==> config.mk <==
export PLATFORM = sky130hd
export DESIGN_NAME = mic_tdm_sched
export DESIGN_NICKNAME = d
export VERILOG_FILES = /design/src/rtl/mic_tdm_sched.sv
export SDC_FILE = /design/constraint.sdc
export NUM_CORES = 1
export LEC_CHECK = 0
export CAP_MARGIN = 5
export CORE_MARGIN = 3
export CORE_UTILIZATION = 40
export CTS_CLUSTER_SIZE = 20
export DETAILED_ROUTE_END_ITERATION = 8
export PLACE_DENSITY_LB_ADDON = 0.05
export SETUP_SLACK_MARGIN = 0.5
export SLEW_MARGIN = 25
export SYNTH_ARGS = -nofsm -noshare
export SYNTH_HDL_FRONTEND = slang
export SYNTH_SLANG_ARGS = --single-unit
==> constraint.sdc <==
create_clock -name clk -period 3.75 [get_ports clk]
set_clock_uncertainty 0.05 [all_clocks]
set_input_delay 0.375 -clock clk [delete_from_list [all_inputs] [get_ports clk]]
set_output_delay 0.375 -clock clk [all_outputs]
set_load 0.005 [all_outputs]
==> src/rtl/mic_tdm_sched.sv <==
// 4-mic I2S TDM frame scheduler: one holding register per channel, serial output MSB-first, lrclk one bit ahead.
// Optional MIC_TDM_UNDERRUN_CNT_EN adds a saturating underrun counter and makes underrun flags per-frame.
module mic_tdm_sched #(
    parameter int WORD_LEN = 16,
    parameter int CLK_DIV  = 4
) (
    input  logic                  clk,
    input  logic                  reset,
    input  logic                  enable,
    input  logic [3:0]            ch_valid,
    input  logic [4*WORD_LEN-1:0] ch_data,
    output logic [3:0]            ch_ready,
    output logic                  i2s_clk,
    output logic                  i2s_lrclk,
    output logic                  i2s_data,
    output logic                  frame_start,
    output logic [3:0]            underrun,
`ifdef MIC_TDM_UNDERRUN_CNT_EN
    output logic [15:0]           underrun_cnt,
`endif
    output logic                  busy
);

    localparam int FRAME_BITS = 4 * WORD_LEN;
    localparam int K_W        = $clog2(FRAME_BITS);
    localparam int DIV_W      = (CLK_DIV > 1) ? $clog2(CLK_DIV) : 1;
    localparam logic [DIV_W-1:0] DIV_TC = DIV_W'(CLK_DIV - 1);
    localparam logic [K_W-1:0]   K_LAST = K_W'(FRAME_BITS - 1);

    typedef enum logic [1:0] {IDLE, RUN, DRAIN} state_t;

    state_t              state;
    logic [WORD_LEN-1:0] hold [4];
    logic [3:0]          full;
    logic [WORD_LEN-1:0] shreg;
    logic [DIV_W-1:0]    div;
    logic [K_W-1:0]      k;
`ifdef MIC_TDM_UNDERRUN_CNT_EN
    logic [3:0]          frame_flags;
`endif

    logic                div_tc;
    logic                fall;
    logic [1:0]          slot;
    logic                slot_load;
    logic [K_W-1:0]      k_next;
    logic                next_ws;
    logic                load_empty;
    logic [WORD_LEN-1:0] load_word;

    // k is the index of the bit launched at the next falling edge.
    always_comb begin
        div_tc     = (div == DIV_TC);
        fall       = (state != IDLE) && div_tc && i2s_clk;
        slot       = 2'(32'(k) / WORD_LEN);
        slot_load  = ((32'(k) % WORD_LEN) == 0);
        k_next     = (k == K_LAST) ? '0 : k + K_W'(1);
        next_ws    = ((32'(k_next) / WORD_LEN) >= 2);
        load_empty = ~full[slot];
        load_word  = full[slot] ? hold[slot] : '0;
    end

    assign ch_ready = ~full;

    always_ff @(posedge clk) begin
        if (reset) begin
            state       <= IDLE;
            full        <= '0;
            shreg       <= '0;
            div         <= '0;
            k           <= '0;
            i2s_clk     <= 1'b0;
            i2s_lrclk   <= 1'b0;
            i2s_data    <= 1'b0;
            frame_start <= 1'b0;
            underrun    <= '0;
            busy        <= 1'b0;
            for (int n = 0; n < 4; n++) hold[n] <= '0;
`ifdef MIC_TDM_UNDERRUN_CNT_EN
            underrun_cnt <= '0;
            frame_flags  <= '0;
`endif
        end else begin
            frame_start <= 1'b0;
            for (int n = 0; n < 4; n++) begin
                if (ch_valid[n] && !full[n]) begin
                    hold[n] <= ch_data[n*WORD_LEN +: WORD_LEN];
                    full[n] <= 1'b1;
                end
            end

            case (state)
                IDLE: begin
                    i2s_clk   <= 1'b0;
                    i2s_lrclk <= 1'b0;
                    i2s_data  <= 1'b0;
                    // The start cycle already counts as the first divider step.
                    if (enable) begin
                        state <= RUN;
                        busy  <= 1'b1;
                        if (div_tc) i2s_clk <= 1'b1;
                        else        div     <= div + DIV_W'(1);
                    end
                end
                default: begin
                    if (state == RUN && !enable) state <= DRAIN;
                    if (!div_tc) begin
                        div <= div + DIV_W'(1);
                    end else begin
                        div     <= '0;
                        i2s_clk <= ~i2s_clk;
                        if (fall) begin
                            // In DRAIN, k back at 0 means bit 63 has just completed.
                            if (state == DRAIN && k == '0) begin
                                state     <= IDLE;
                                busy      <= 1'b0;
                                i2s_data  <= 1'b0;
                                i2s_lrclk <= 1'b0;
                            end else begin
                                k         <= k_next;
                                i2s_lrclk <= next_ws;
                                if (slot_load) begin
                                    i2s_data <= load_word[WORD_LEN-1];
                                    shreg    <= load_word << 1;
                                    if (slot == 2'd0) frame_start <= 1'b1;
                                    if (!load_empty) begin
                                        full[slot] <= 1'b0;
                                    end else begin
`ifdef MIC_TDM_UNDERRUN_CNT_EN
                                        if (underrun_cnt != 16'hFFFF)
                                            underrun_cnt <= underrun_cnt + 16'd1;
`else
                                        underrun[slot] <= 1'b1;
`endif
                                    end
`ifdef MIC_TDM_UNDERRUN_CNT_EN
                                    // Slot 0 publishes the flags of the frame just finished.
                                    if (slot == 2'd0) begin
                                        underrun    <= frame_flags;
                                        frame_flags <= {3'b000, load_empty};
                                    end else begin
                                        frame_flags[slot] <= load_empty;
                                    end
`endif
                                end else begin
                                    i2s_data <= shreg[WORD_LEN-1];
                                    shreg    <= shreg << 1;
                                end
                            end
                        end
                    end
                end
            endcase
        end
    end

endmodule

### Yosys cells after proc, flatten, opt, wreduce, memory -nomap -nowiden

Memory sizes are Yosys's and may differ from the RTL's. A register that Yosys moved wholly into a read port is not among the register bits.
Cells that the tools add are included.

| storage, ports and cells | value |
|---|---|
| register bits | 39 |
| RAM bits | 64 |
| bits of input ports | 71 |
| word-level logic and storage cells | 131 |
| memories kept | 1 |

Memories:

| name | depth | bits a word | rd ports | clocked after memory_dff | wr ports | line | RTL |
|---|---|---|---|---|---|---|---|
| hold | 4 | 16 | 1 | 1 | 4 | 33 | `logic [WORD_LEN-1:0] hold [4];` |

| cells by class | value |
|---|---|
| add/sub/neg operators | 2 |
| magnitude comparators | 3 |
| eq/ne operators | 6 |
| muxes and demuxes | 64 |
| bitwise operators | 15 |
| reduce and logical (&&, ||, !) cells | 29 |

Operators by type and width:

| operator | count |
|---|---|
| 16-bit two-way mux | 6 |
| 1-bit two-way mux | 37 |
| 32-bit zero test | 1 |
| 2-bit two-way mux | 12 |
| 4-bit two-way mux | 6 |
| 1-bit logical AND | 9 |
| 4-bit inverter | 2 |
| 4-bit AND reduction | 2 |
| 2-bit nonzero test | 4 |
| 1-bit inverter | 7 |
| 6-bit by 1-bit adder with 6-bit output, second input constant | 1 |
| 6-bit equality test, second input constant | 1 |
| 6-bit zero test | 1 |
| 6-bit two-way mux | 1 |
| 6-bit AND reduction | 1 |
| 6-bit OR reduction | 1 |
| 1-bit zero test | 5 |
| 4-bit AND | 1 |
| 2-bit equality test, second input constant | 2 |
| 2-bit zero test | 2 |
| 2-bit inequality test, second input constant | 2 |
| 1-bit OR | 4 |
| 4-bit OR | 1 |
| 2-bit AND reduction | 2 |
| other kinds (8) | 8 |

### Logic depth before layout (Yosys ltp)

Gate-level depths: netlist of the first run.

| depth | value |
|---|---|
| depth after elaboration | 12 |
| gate-level depth with buffers | 8 |
| mapped depth without buffers | 6 |

### Worst setup path after synthesis of the first run

OpenSTA, ideal clock, no wires.

| path | value |
|---|---|
| path kind | reg-to-reg |
| from | register with a tool-made name |
| to | register shreg[13] |
| setup time | 136 ps |
| arrival | 1664 ps |
| setup slack | 1900 ps |
| cell stages (with the launch flop) | 6 |
| path buffers | 2 |
| clock period less this slack | 1850 ps |
| cell sequence | dfxtp_1 > buf_2 > buf_2 > mux4_2 > a221oi_2 > nor3_2 |

RTL lines:

| item | line | RTL |
|---|---|---|
| to (signal assigned) | 124 | `shreg <= load_word << 1;` |
| to (signal assigned) | 147 | `shreg <= shreg << 1;` |
| to (decl) | 35 | `logic [WORD_LEN-1:0] shreg;` |

### Worst setup path after layout of the first run

| path | value |
|---|---|
| from | register k[5] |
| to | register full[1] |

| between the ends | value |
|---|---|
| longest elaborated chain between the ends | 12 |
| elaborated cells between the ends (all ways) | 17 |
| classes of those cells | order compare (2); mux (10); bitwise (2); reduce/logical (3) |

Ends and longest elaborated chain:

| item | line | RTL |
|---|---|---|
| from (decl) | 37 | `logic [K_W-1:0] k;` |
| from (signal assigned) | 120 | `k <= k_next;` |
| 2-bit by 3-bit less-than comparator with 1-bit output (not written as such) / 2-bit by 1-bit >= comparator with 1-bit output (equally long branches) | 127 | `full[slot] <= 1'b0;` |
| 1-bit logical AND (not written as such) | 127 |  |
| 1-bit two-way mux (not written as such) | 127 |  |
| 1-bit demux with 2-bit select | 127 |  |
| 4-bit inverter (no source line) | -- |  |
| 4-bit AND (no source line) | -- |  |
| 4-bit two-way mux | 126 | `if (!load_empty) begin` |
| 4-bit two-way mux | 122 | `if (slot_load) begin` |
| 4-bit two-way mux (*) | 114 | `if (state == DRAIN && k == '0) begin` |
| 4-bit two-way mux (*) | 112 | `if (fall) begin` |
| 4-bit two-way mux (*) | 107 | `if (!div_tc) begin` |
| 4-bit two-way mux (*) | 92 | `case (state)` |
| to (signal assigned) | 68 | `full <= '0;` |
| to (signal, indexed assignment) | 88 | `full[n] <= 1'b1;` |
| to (signal, indexed assignment) | 127 |  |
| to (decl) | 34 | `logic [3:0] full;` |

Mark *: on every way between the ends. The rest lies on a longest branch, timed or not. The select of a mux whose other input is x is not followed.
A chain may end at the register's enable or synchronous reset.

==> results of run 1 <==
-- flip-flops by register name, indices dropped and copies added, names as in the netlist, named ones only --
register	count
hold	64
shreg	15
k	6
full	4
underrun	4
div	2
state	2
busy	1
frame_start	1
i2s_clk	1
i2s_data	1
i2s_lrclk	1
-- path summary, 6_finish.rpt --
kind	from	end	slack (ns)	cells after the start
worst min register to register	shreg[1]$_SDFFE_PP0N_	shreg[1]$_SDFFE_PP0N_	0.41	2
worst max-delay path	k[5]$_SDFFE_PP0N_	full[1]$_SDFF_PP0_	1.36	5
worst min-delay path	shreg[1]$_SDFFE_PP0N_	shreg[1]$_SDFFE_PP0N_	0.41	2
worst max register to register	k[5]$_SDFFE_PP0N_	full[1]$_SDFF_PP0_	1.36	5
-- tightest hold or removal path: cells and delay by family, from the launching register on --
kind	cells	cell delay [ns]
flip-flops	1	0.31
AND/OR/NAND/NOR	1	0.05
AO/OA/AOI/OAI	1	0.05
-- layout by cell type (no fill, tap or decap), types with 2 or more instances in the layout --
master,instances
mux4_2,17
nor3_2,5
a221oi_2,5
o211ai_1,3
inv_1,12
clkinvlp_4,3
bufinv_16,2
nand2b_1,5
o21ai_0,4
nand2_1,14
ha_1,3
edfxtp_1,64
clkdlybuf4s50_1,83
a221oi_1,9
buf_4,12
nor2_1,28
a311oi_1,4
clkbuf_16,9
o32ai_2,3
a21oi_1,14
dfxtp_1,40
nor3_1,13
xor2_1,2
and2_1,66
nor3b_1,2
nand3_1,5
-- layout make-up --
type | count | area [um^2] | area share (%)
clock buffers | 10 | 229 | 3.89
repair buffers | 95 | 921 | 15.7
inverters | 12 | 45.0 | 0.766
clock inverters | 5 | 82.6 | 1.40
well taps | 140 | 175 | 2.98
multi-input cells | 221 | 1700 | 29.0
flip-flops and latches | 104 | 2720 | 46.3
-- metrics by stage --
step | utilization (%) | worst slack (ns) | instance area (um^2) | instances | power, uW
finish | 53.3 | 1.36 | 5880 | 587 | 2470
detailed placement | 50.5 | 1.40 | 5570 | 572 | 1530
global route | 53.3 | 1.16 | 5880 | 587 | 2560
CTS | 53.3 | 1.37 | 5880 | 587 | 2490
floorplan | - | 1.90 | 4600 | 361 | 1410
global placement | 50.5 | 1.45 | 5570 | 572 | 1530
-- cell families after synthesis --
family,synth area share (%)
xor+xnor,0.381
flops,59.2
buf+inv,3.78
simple gates,18.7
compound gates,8.78
mux,8.32
fa+ha+maj,0.816
-- layer usage --
metal / vias to the layer above / global-route usage, %
met5: - / 0
met4: 0 / 5.61
met3: 10 / 3.37
met2: 102 / 26.5
met1: 1462 / 22.5
li1: 1481 / -
-- power by group --
| group | switching (uW) | internal (uW) | total [uW] |
|---|---|---|---|
| clock network | 391 | 581 | 972 |
| logic | 84.1 | 118 | 202 |
| registers | 21.6 | 1280 | 1300 |
==> results.json, run 1 <==
{
  "ys_top_cells_by_count": "and2_1, edfxtp_1, dfxtp_1",
  "vias_per_cell": 5.20,
  "nets": 517,
  "ys_warn_count": 0,
  "cts-hold-fix-buffers": 0,
  "wl_met1_um": 4760,
  "drive_gt1_share_pct": 13.4,
  "synth.most_common_cell": "and2_1",
  "crit_family": "simple AND/OR/NAND/NOR gates",
  "synthTopCellsByArea": "edfxtp_1, dfxtp_1, and2_1, mux4_2, nor2_1",
  "arrival_ns": 2.58,
  "yosys.area.top_type_share_pct": 41.8,
  "slew_headroom_pct": 44.4,
  "dieArea_mm2": 0.0128,
  "cap_violations": 0,
  "cts_resized": 0,
  "initial_utilization_pct": 41.7,
  "status": "complete, no violations",
  "yosysTopAreaCell": "edfxtp_1",
  "syn_area_per_cell_um2": 12.7,
  "place.detailed.hpwl_um": 7280,
  "port_buffers": 83,
  "worstPathCellList": "nor4b_1, a21oi_1, buf_4, and2_1, a311oi_1",
  "crit_buf_inv": 1,
  "syn_inst": 361,
  "setup_viol": 0,
  "grt_pass1_wl_um": 16600,
  "diodes": 0,
  "antenna_left": 0,
  "max_slew.worst_pin.slew_ns": 0.834,
  "route.met3.wl_um": 581,
  "finalSetupTns_ns": 0,
  "mappedNetlistArea_mm2": 0.00460,
  "cp-start-kind": "flip-flop",
  "cp_max_fo": 13,
  "grt_overflow": 0,
  "p_leak_uw": 0.00214,
  "slowest_stage": "nor4b_1",
  "final.min_clock_period_ns": 2.39,
  "hold_ws_ns": 0.409,
  "finalCritPeriodShare_pct": 63.6,
  "maxUsedRoutingLayer": "met4",
  "max_stage_delay_ns": 0.60,
  "rsz0062_at_grt": "false",
  "async_flop_share_pct": 0,
  "synth_cell_type_count": 45,
  "htreeDepth": 3,
  "post_cts_buffers": 0,
  "rows": 38,
  "grt_usage_pct": 16.5,
  "min_path_type": "flip-flop to flip-flop",
  "die_width_um": 113,
  "cts_tree": "yes",
  "hold_violations": 0,
  "clock_latency_ns": 0.34,
  "clockRootBuffer": "clkbuf_16",
  "synthFlopType": "edfxtp_1",
  "synthToLayoutAreaGrowth_pct": 27.8,
  "place.gp.congestion": 0.851,
  "powerDensity_mw_per_mm2": 421,
  "clock-sinks": 104,
  "clockBufferDepth": 2,
  "drt_iter0_markers": 143,
  "critical_path_required_ns": 3.94,
  "syn_nets": 435,
  "cts_buffers": 9,
  "max_freq_mhz": 419,
  "grt_start_max_net_pins": 44,
  "wl_um": 10100,
  "antenna_found_initial": 0,
  "clk_pin_slew_ns": 0.07,
  "crit_type": "flip-flop to flip-flop",
  "ios": 84,
  "drc": 0,
  "peakVddDrop_mv": 0.201,
  "synth-seq-area-share_pct": 59.2,
  "grt_pass1_vias": 3196,
  "ys_seq_elements": 104,
  "routed-wl-met2_um": 4660,
  "fp.dieH_um": 113,
  "routedWlPerCell_um": 17.2,
  "core_area_mm2": 0.0110,
  "worstSetupEndpointType": "flip-flop",
  "drtPass1Iterations": 4,
  "slew_viol_final": 0,
  "synth-edff-count": 64,
  "nFillCells": 959,
  "vias": 3055
}
Power figures use the tool's default switching activity.
==> run 2: changes to the inputs <==
- clock period: 3.75 -> 2 ns (I/O delays scaled with it)
==> run 2 against run 1 <==
Against the previous run: wire length rose by 12%; hold slack barely moved; critical path depth fell by 2; cell count rose by 5.6%; sequential share of layout area fell by 4.3 points; die area did not move; design area rose by 11%; critical path type unchanged; critical endpoint is now underrun[0]$_SDFFE_PP0P_; largest cell class unchanged; highest routed layer unchanged.
==> results.json, run 2 (synthesis gave the netlist of run 1 again) <==
{
  "core_area_mm2": 0.0110,
  "critical_path_required_ns": 2.21,
  "status": "complete, no violations",
  "routedWlPerCell_um": 18.2,
  "crit_type": "flip-flop to flip-flop",
  "powerDensity_mw_per_mm2": 706,
  "slowest_stage": "or4_4",
  "cap_violations": 0,
  "port_buffers": 83,
  "cp_max_fo": 4,
  "regMostFlops": "hold",
  "hold_violations": 0,
  "drive_gt1_share_pct": 30.0,
  "largestRegisters": "hold: 64 flops, shreg: 15 flops, k: 6 flops",
  "rsz0062_at_grt": "true",
  "drtPass1Iterations": 6,
  "drc": 0,
  "grt_overflow": 0,
  "die_width_um": 113,
  "cp-start-kind": "flip-flop",
  "clock-sinks": 104,
  "final_cells": 620,
  "cts-hold-fix-buffers": 0,
  "synthToLayoutAreaGrowth_pct": 42.1,
  "slew_viol_final": 0,
  "final.min_clock_period_ns": 1.76,
  "arrival_ns": 1.96,
  "setup_slack_ns": 0.244,
  "max_stage_delay_ns": 0.54,
  "slew_headroom_pct": 72.1,
  "clk_pin_slew_ns": 0.07,
  "drt_iter0_markers": 197,
  "worstSetupEndpointType": "flip-flop",
  "layout_commonest_cell": "clkdlybuf4s50_1",
  "grt_usage_pct": 18.2,
  "peakVddDrop_mv": 0.507,
  "place.gp.congestion": 0.794,
  "grt_start_max_net_pins": 26,
  "finalCritPeriodShare_pct": 87.8,
  "dieArea_mm2": 0.0128,
  "setup_viol": 0,
  "dpl_worst_slack_ns": -0.0612,
  "max_slew.worst_pin.slew_ns": 0.417,
  "nFillCells": 884,
  "ios": 84,
  "vias": 3191,
  "wl_um": 11300,
  "cts_buffers": 9,
  "initial_utilization_pct": 41.7,
  "clockBufferDepth": 2,
  "nets": 549,
  "placed_cells": 581,
  "grt_pass1_vias": 3294,
  "min_path_type": "flip-flop to flip-flop",
  "clock_latency_ns": 0.34,
  "p_leak_uw": 0.00239,
  "max_freq_mhz": 569,
  "vias_per_cell": 5.15,
  "largest_reg_flops": 64,
  "worstPathCellList": "mux4_2, or4_4, o32ai_2",
  "htreeDepth": 3,
  "diodes": 0,
  "grt_pass1_wl_um": 17800,
  "place.detailed.hpwl_um": 7520,
  "hold_ws_ns": 0.409,
  "fp.dieH_um": 113,
  "cts_tree": "yes",
  "antenna_found_initial": 0,
  "antenna_left": 0,
  "rows": 38,
  "layout_common_cells": "clkdlybuf4s50_1, and2_1, edfxtp_1, buf_4, dfxtp_1",
  "clockRootBuffer": "clkbuf_16"
}
[run 2: cell types whose count changed in the layout (fill, tap and decap cells not counted), moves of 5 or more]
cell | before | now
buf_4 | 12 | 32
dfxtp_1 | 40 | 29
a21oi_1 | 14 | 6
a21oi_2 | 0 | 7
dfxtp_2 | 0 | 7
buf_6 | 0 | 6
clkdlybuf4s50_1 | 83 | 78
[run 2: power breakdown]
group	leakage, uW	switching [uW]	total (uW)	internal (uW)
sequential	0.00102	40.0	2430	2390
combinational	0.00123	187	438	251
clock	0.000137	765	1740	980
total	0.00239	992	4610	3620
[run 2: metal layers]
layer  up-vias  share of wire, %  track usage, %
li1       1544                 -               -
met3         9               4.0            4.60
met2        74                50            30.9
met5         -                 0               0
met4         0              0.86            4.81
met1      1564                45            23.4
[run 2: final timing paths]
path	from	to	slack (ns)	cells past startpoint
worst max-delay path	k[4]$_SDFFE_PP0N_	underrun[0]$_SDFFE_PP0P_	0.24	3
worst min-delay path	shreg[1]$_SDFFE_PP0N_	shreg[1]$_SDFFE_PP0N_	0.41	2
worst max register to register	k[4]$_SDFFE_PP0N_	underrun[0]$_SDFFE_PP0P_	0.24	3
worst min register to register	shreg[1]$_SDFFE_PP0N_	shreg[1]$_SDFFE_PP0N_	0.41	2
[run 2: cell type report]
type / count / area (um^2) / area share (%)
inverters: 12 / 50.0 / 0.766
well taps: 140 / 175 / 2.68
clock inverters: 4 / 55.1 / 0.842
clock buffers: 12 / 236 / 3.62
repair buffers: 127 / 1280 / 19.6
multi-input cells: 221 / 1990 / 30.5
flip-flops and latches: 104 / 2750 / 42.0
[run 2: repair_timing]
action / 4_1_cts / 5_1_grt
setup endpoints to repair: 64 / 85
pin swaps: 27 / 10
resized for setup: 44 / 27
gates cloned: 2 / 0
buffers inserted: 14 / 7
[run 2: critical path, delay by kind of cell, from the launching register on]
kind,cells,cell delay [ns]
and+or+nand+nor,1,0.54
DFF,1,0.37
AOI/OAI and AO/OA,1,0.20
muxes,1,0.51
[run 2: through the flow]
step                      util (%)  TNS [ns]  cell area [um^2]  power, uW
final                         59.3         0              6540       4610
after CTS                     57.7         0              6360       4650
after global placement        52.1     -3.17              5750       2890
after global routing          59.3         0              6540       4780
after floorplan                  -         0              4690       2650
after detailed placement      52.1    -0.785              5750       2900
==> run 3: changes to the inputs <==
- CTS_BUF_LIST: unset -> sky130_fd_sc_hd__clkbuf_4 sky130_fd_sc_hd__clkbuf_8
- MAX_ROUTING_LAYER: unset -> met4
==> run 3 against run 2 <==
Against the previous run: non-clock buffer count shrank 5; hold slack lost 0.024 ns; register-to-register slack is essentially flat; global-route usage grew 0.58 points; cell count shrank 0.81%; clock-buffer cell count shrank 3; via count shrank 0.34%; clock power shrank 24%; combinational power shrank 4%; wire length shrank 0.49%; design area shrank 2.3%.
==> results.json, run 3 (synthesis gave the netlist of run 1 again) <==
{
  "drc": 0,
  "combPwrFrac_pct": 10.1,
  "max_stage_delay_ns": 0.54,
  "gr-usage-met1_pct": 24.1,
  "worstPathCellList": "mux4_2, or4_4, o32ai_2",
  "worstReg2RegStart": "k[4]$_SDFFE_PP0N_",
  "port_buffers": 83,
  "arrival_ns": 2.01,
  "p_int_uw": 3230,
  "power_frac_clock_pct": 31.8,
  "die_width_um": 113,
  "place.gp.congestion": 0.804,
  "vias": 3180,
  "p_total_uw": 4180,
  "peakVddDrop_mv": 0.390,
  "slew_viol_final": 0,
  "min-delay-start": "ch_valid[0]",
  "nets": 544,
  "antenna_found_initial": 0,
  "largestRegisters": "hold: 64 flops, shreg: 15 flops, k: 6 flops",
  "routedWlPerCell_um": 18.3,
  "layout_common_cells": "clkdlybuf4s50_1, and2_1, edfxtp_1, buf_4",
  "cts-hold-fix-buffers": 0,
  "grt-busiest-layer": "met2",
  "cp-start-kind": "flip-flop",
  "vias_per_cell": 5.17,
  "ios": 84,
  "cp_max_fo": 4,
  "p_sw_share_pct": 22.9,
  "grt_pass1_vias": 3352,
  "synthToLayoutAreaGrowth_pct": 38.8,
  "grt_pass1_wl_um": 17900,
  "rsz0062_at_grt": "true",
  "p_sw_uw": 959,
  "min_path_type": "input port to flip-flop",
  "crit_buf_inv": 0,
  "crit_type": "flip-flop to flip-flop",
  "finalSetupTns_ns": 0,
  "grt_overflow": 0,
  "hold_violations": 0,
  "antenna_left": 0,
  "grt_usage_pct": 18.8,
  "status": "complete, no violations",
  "initial_utilization_pct": 41.7,
  "max_slew.worst_pin.slew_ns": 0.424,
  "drt_iter0_markers": 217,
  "rows": 38,
  "regMostFlops": "hold",
  "layout_commonest_cell": "clkdlybuf4s50_1",
  "grt_start_max_net_pins": 26,
  "dieArea_mm2": 0.0128,
  "pwr-share-seq_pct": 58.1,
  "wl_um": 11300,
  "dpl_worst_slack_ns": -0.0846,
  "final.min_clock_period_ns": 1.77,
  "critical_path_required_ns": 2.24,
  "slew_headroom_pct": 71.7,
  "place.detailed.hpwl_um": 7480,
  "fp.dieH_um": 113,
  "clockBufferDepth": 2,
  "max_freq_mhz": 565,
  "largest_reg_flops": 64,
  "min_to": "full[0]$_SDFF_PP0_",
  "core_area_mm2": 0.0110,
  "cts_buffers": 9,
  "diodes": 0,
  "clockRootBuffer": "clkbuf_8",
  "p_leak_uw": 0.00237,
  "cap_violations": 0,
  "cts_tree": "yes",
  "drive_gt1_share_pct": 30.7,
  "worstSetupEndpointType": "flip-flop",
  "setup_slack_ns": 0.231,
  "r2r_cells": 3,
  "crit_family": "simple AND/OR/NAND/NOR gates",
  "drtPass1Iterations": 4,
  "clock_latency_ns": 0.37,
  "hold_path_depth": 3,
  "r2r-end": "underrun[2]$_SDFFE_PP0P_",
  "powerDensity_mw_per_mm2": 655,
  "clock-sinks": 104,
  "slowest_stage": "or4_4",
  "finalCritPeriodShare_pct": 88.5,
  "post-route-util_pct": 57.9,
  "gr-usage-met2_pct": 30.1,
  "htreeDepth": 3,
  "gr-usage-met3_pct": 3.64,
  "clk_pin_slew_ns": 0.10,
  "setup_viol": 0,
  "hold_ws_ns": 0.385,
  "ff2ff_setup_slack_ns": 0.23
}
-- run 3: how the worst max path moves through the flow --
| stage | from | to | slack (ns) | cells past startpoint |
|---|---|---|---|---|
| global route | k[4]$_SDFFE_PP0N_ | shreg[13]$_SDFFE_PP0N_ | 0.16 | 6 |
| CTS | k[4]$_SDFFE_PP0N_ | underrun[1]$_SDFFE_PP0P_ | 0.23 | 3 |
| floorplan | k[1]$_SDFFE_PP0N_ | shreg[13]$_SDFFE_PP0N_ | 0.28 | 8 |
| detailed placement | reset | hold[3][9]$_SDFFCE_PN0P_ | -0.08 | 3 |
| global placement | ch_valid[1] | hold[1][1]$_SDFFCE_PN0P_ | -0.12 | 4 |
| finish | k[4]$_SDFFE_PP0N_ | underrun[2]$_SDFFE_PP0P_ | 0.23 | 3 |
-- run 3: area by class of cell --
cell class	instances	area, um^2
repair buffers	122	1260
fillers	918	4640
flip-flops and latches	104	2750
well taps	140	175
clock inverters	7	78.8
clock buffers	9	124
inverters	12	47.5
multi-input cells	221	1950
-- run 3: what timing repair did --
| action | 4_1_cts | 5_1_grt |
|---|---|---|
| resized for setup | 43 | 30 |
| buffers inserted | 15 | 1 |
| pin swaps | 19 | 8 |
| setup endpoints to repair | 110 | 69 |
| cloned | 2 | 1 |
-- run 3: power groups by stage --
stage	Combinational, uW	Clock, uW	Sequential [uW]
2_1_floorplan	184	0	2460
3_3_place_gp	412	0	2480
3_5_place_dp	418	0	2480
4_1_cts	425	1370	2430
5_1_grt	464	1460	2440
6_report	422	1330	2430
-- run 3: per-layer routing --
metal,vias to the layer above,part of all wire (%)
met1,1530,43
met3,16,5.0
met2,98,50
met4,0,1.8
met5,-,0
li1,1536,-
-- run 3: worst min-delay path, stage by stage --
cell and delay [ns]:
clkdlybuf4s50_1 0.42, nor2_1 0.10, a211oi_1 0.05
-- run 3: through the flow --
step | cells | area [um^2]
2_1_floorplan | 361 | 4690
3_3_place_gp | 580 | 5750
3_5_place_dp | 580 | 5760
4_1_cts | 613 | 6220
5_1_grt | 615 | 6390
6_report | 615 | 6390
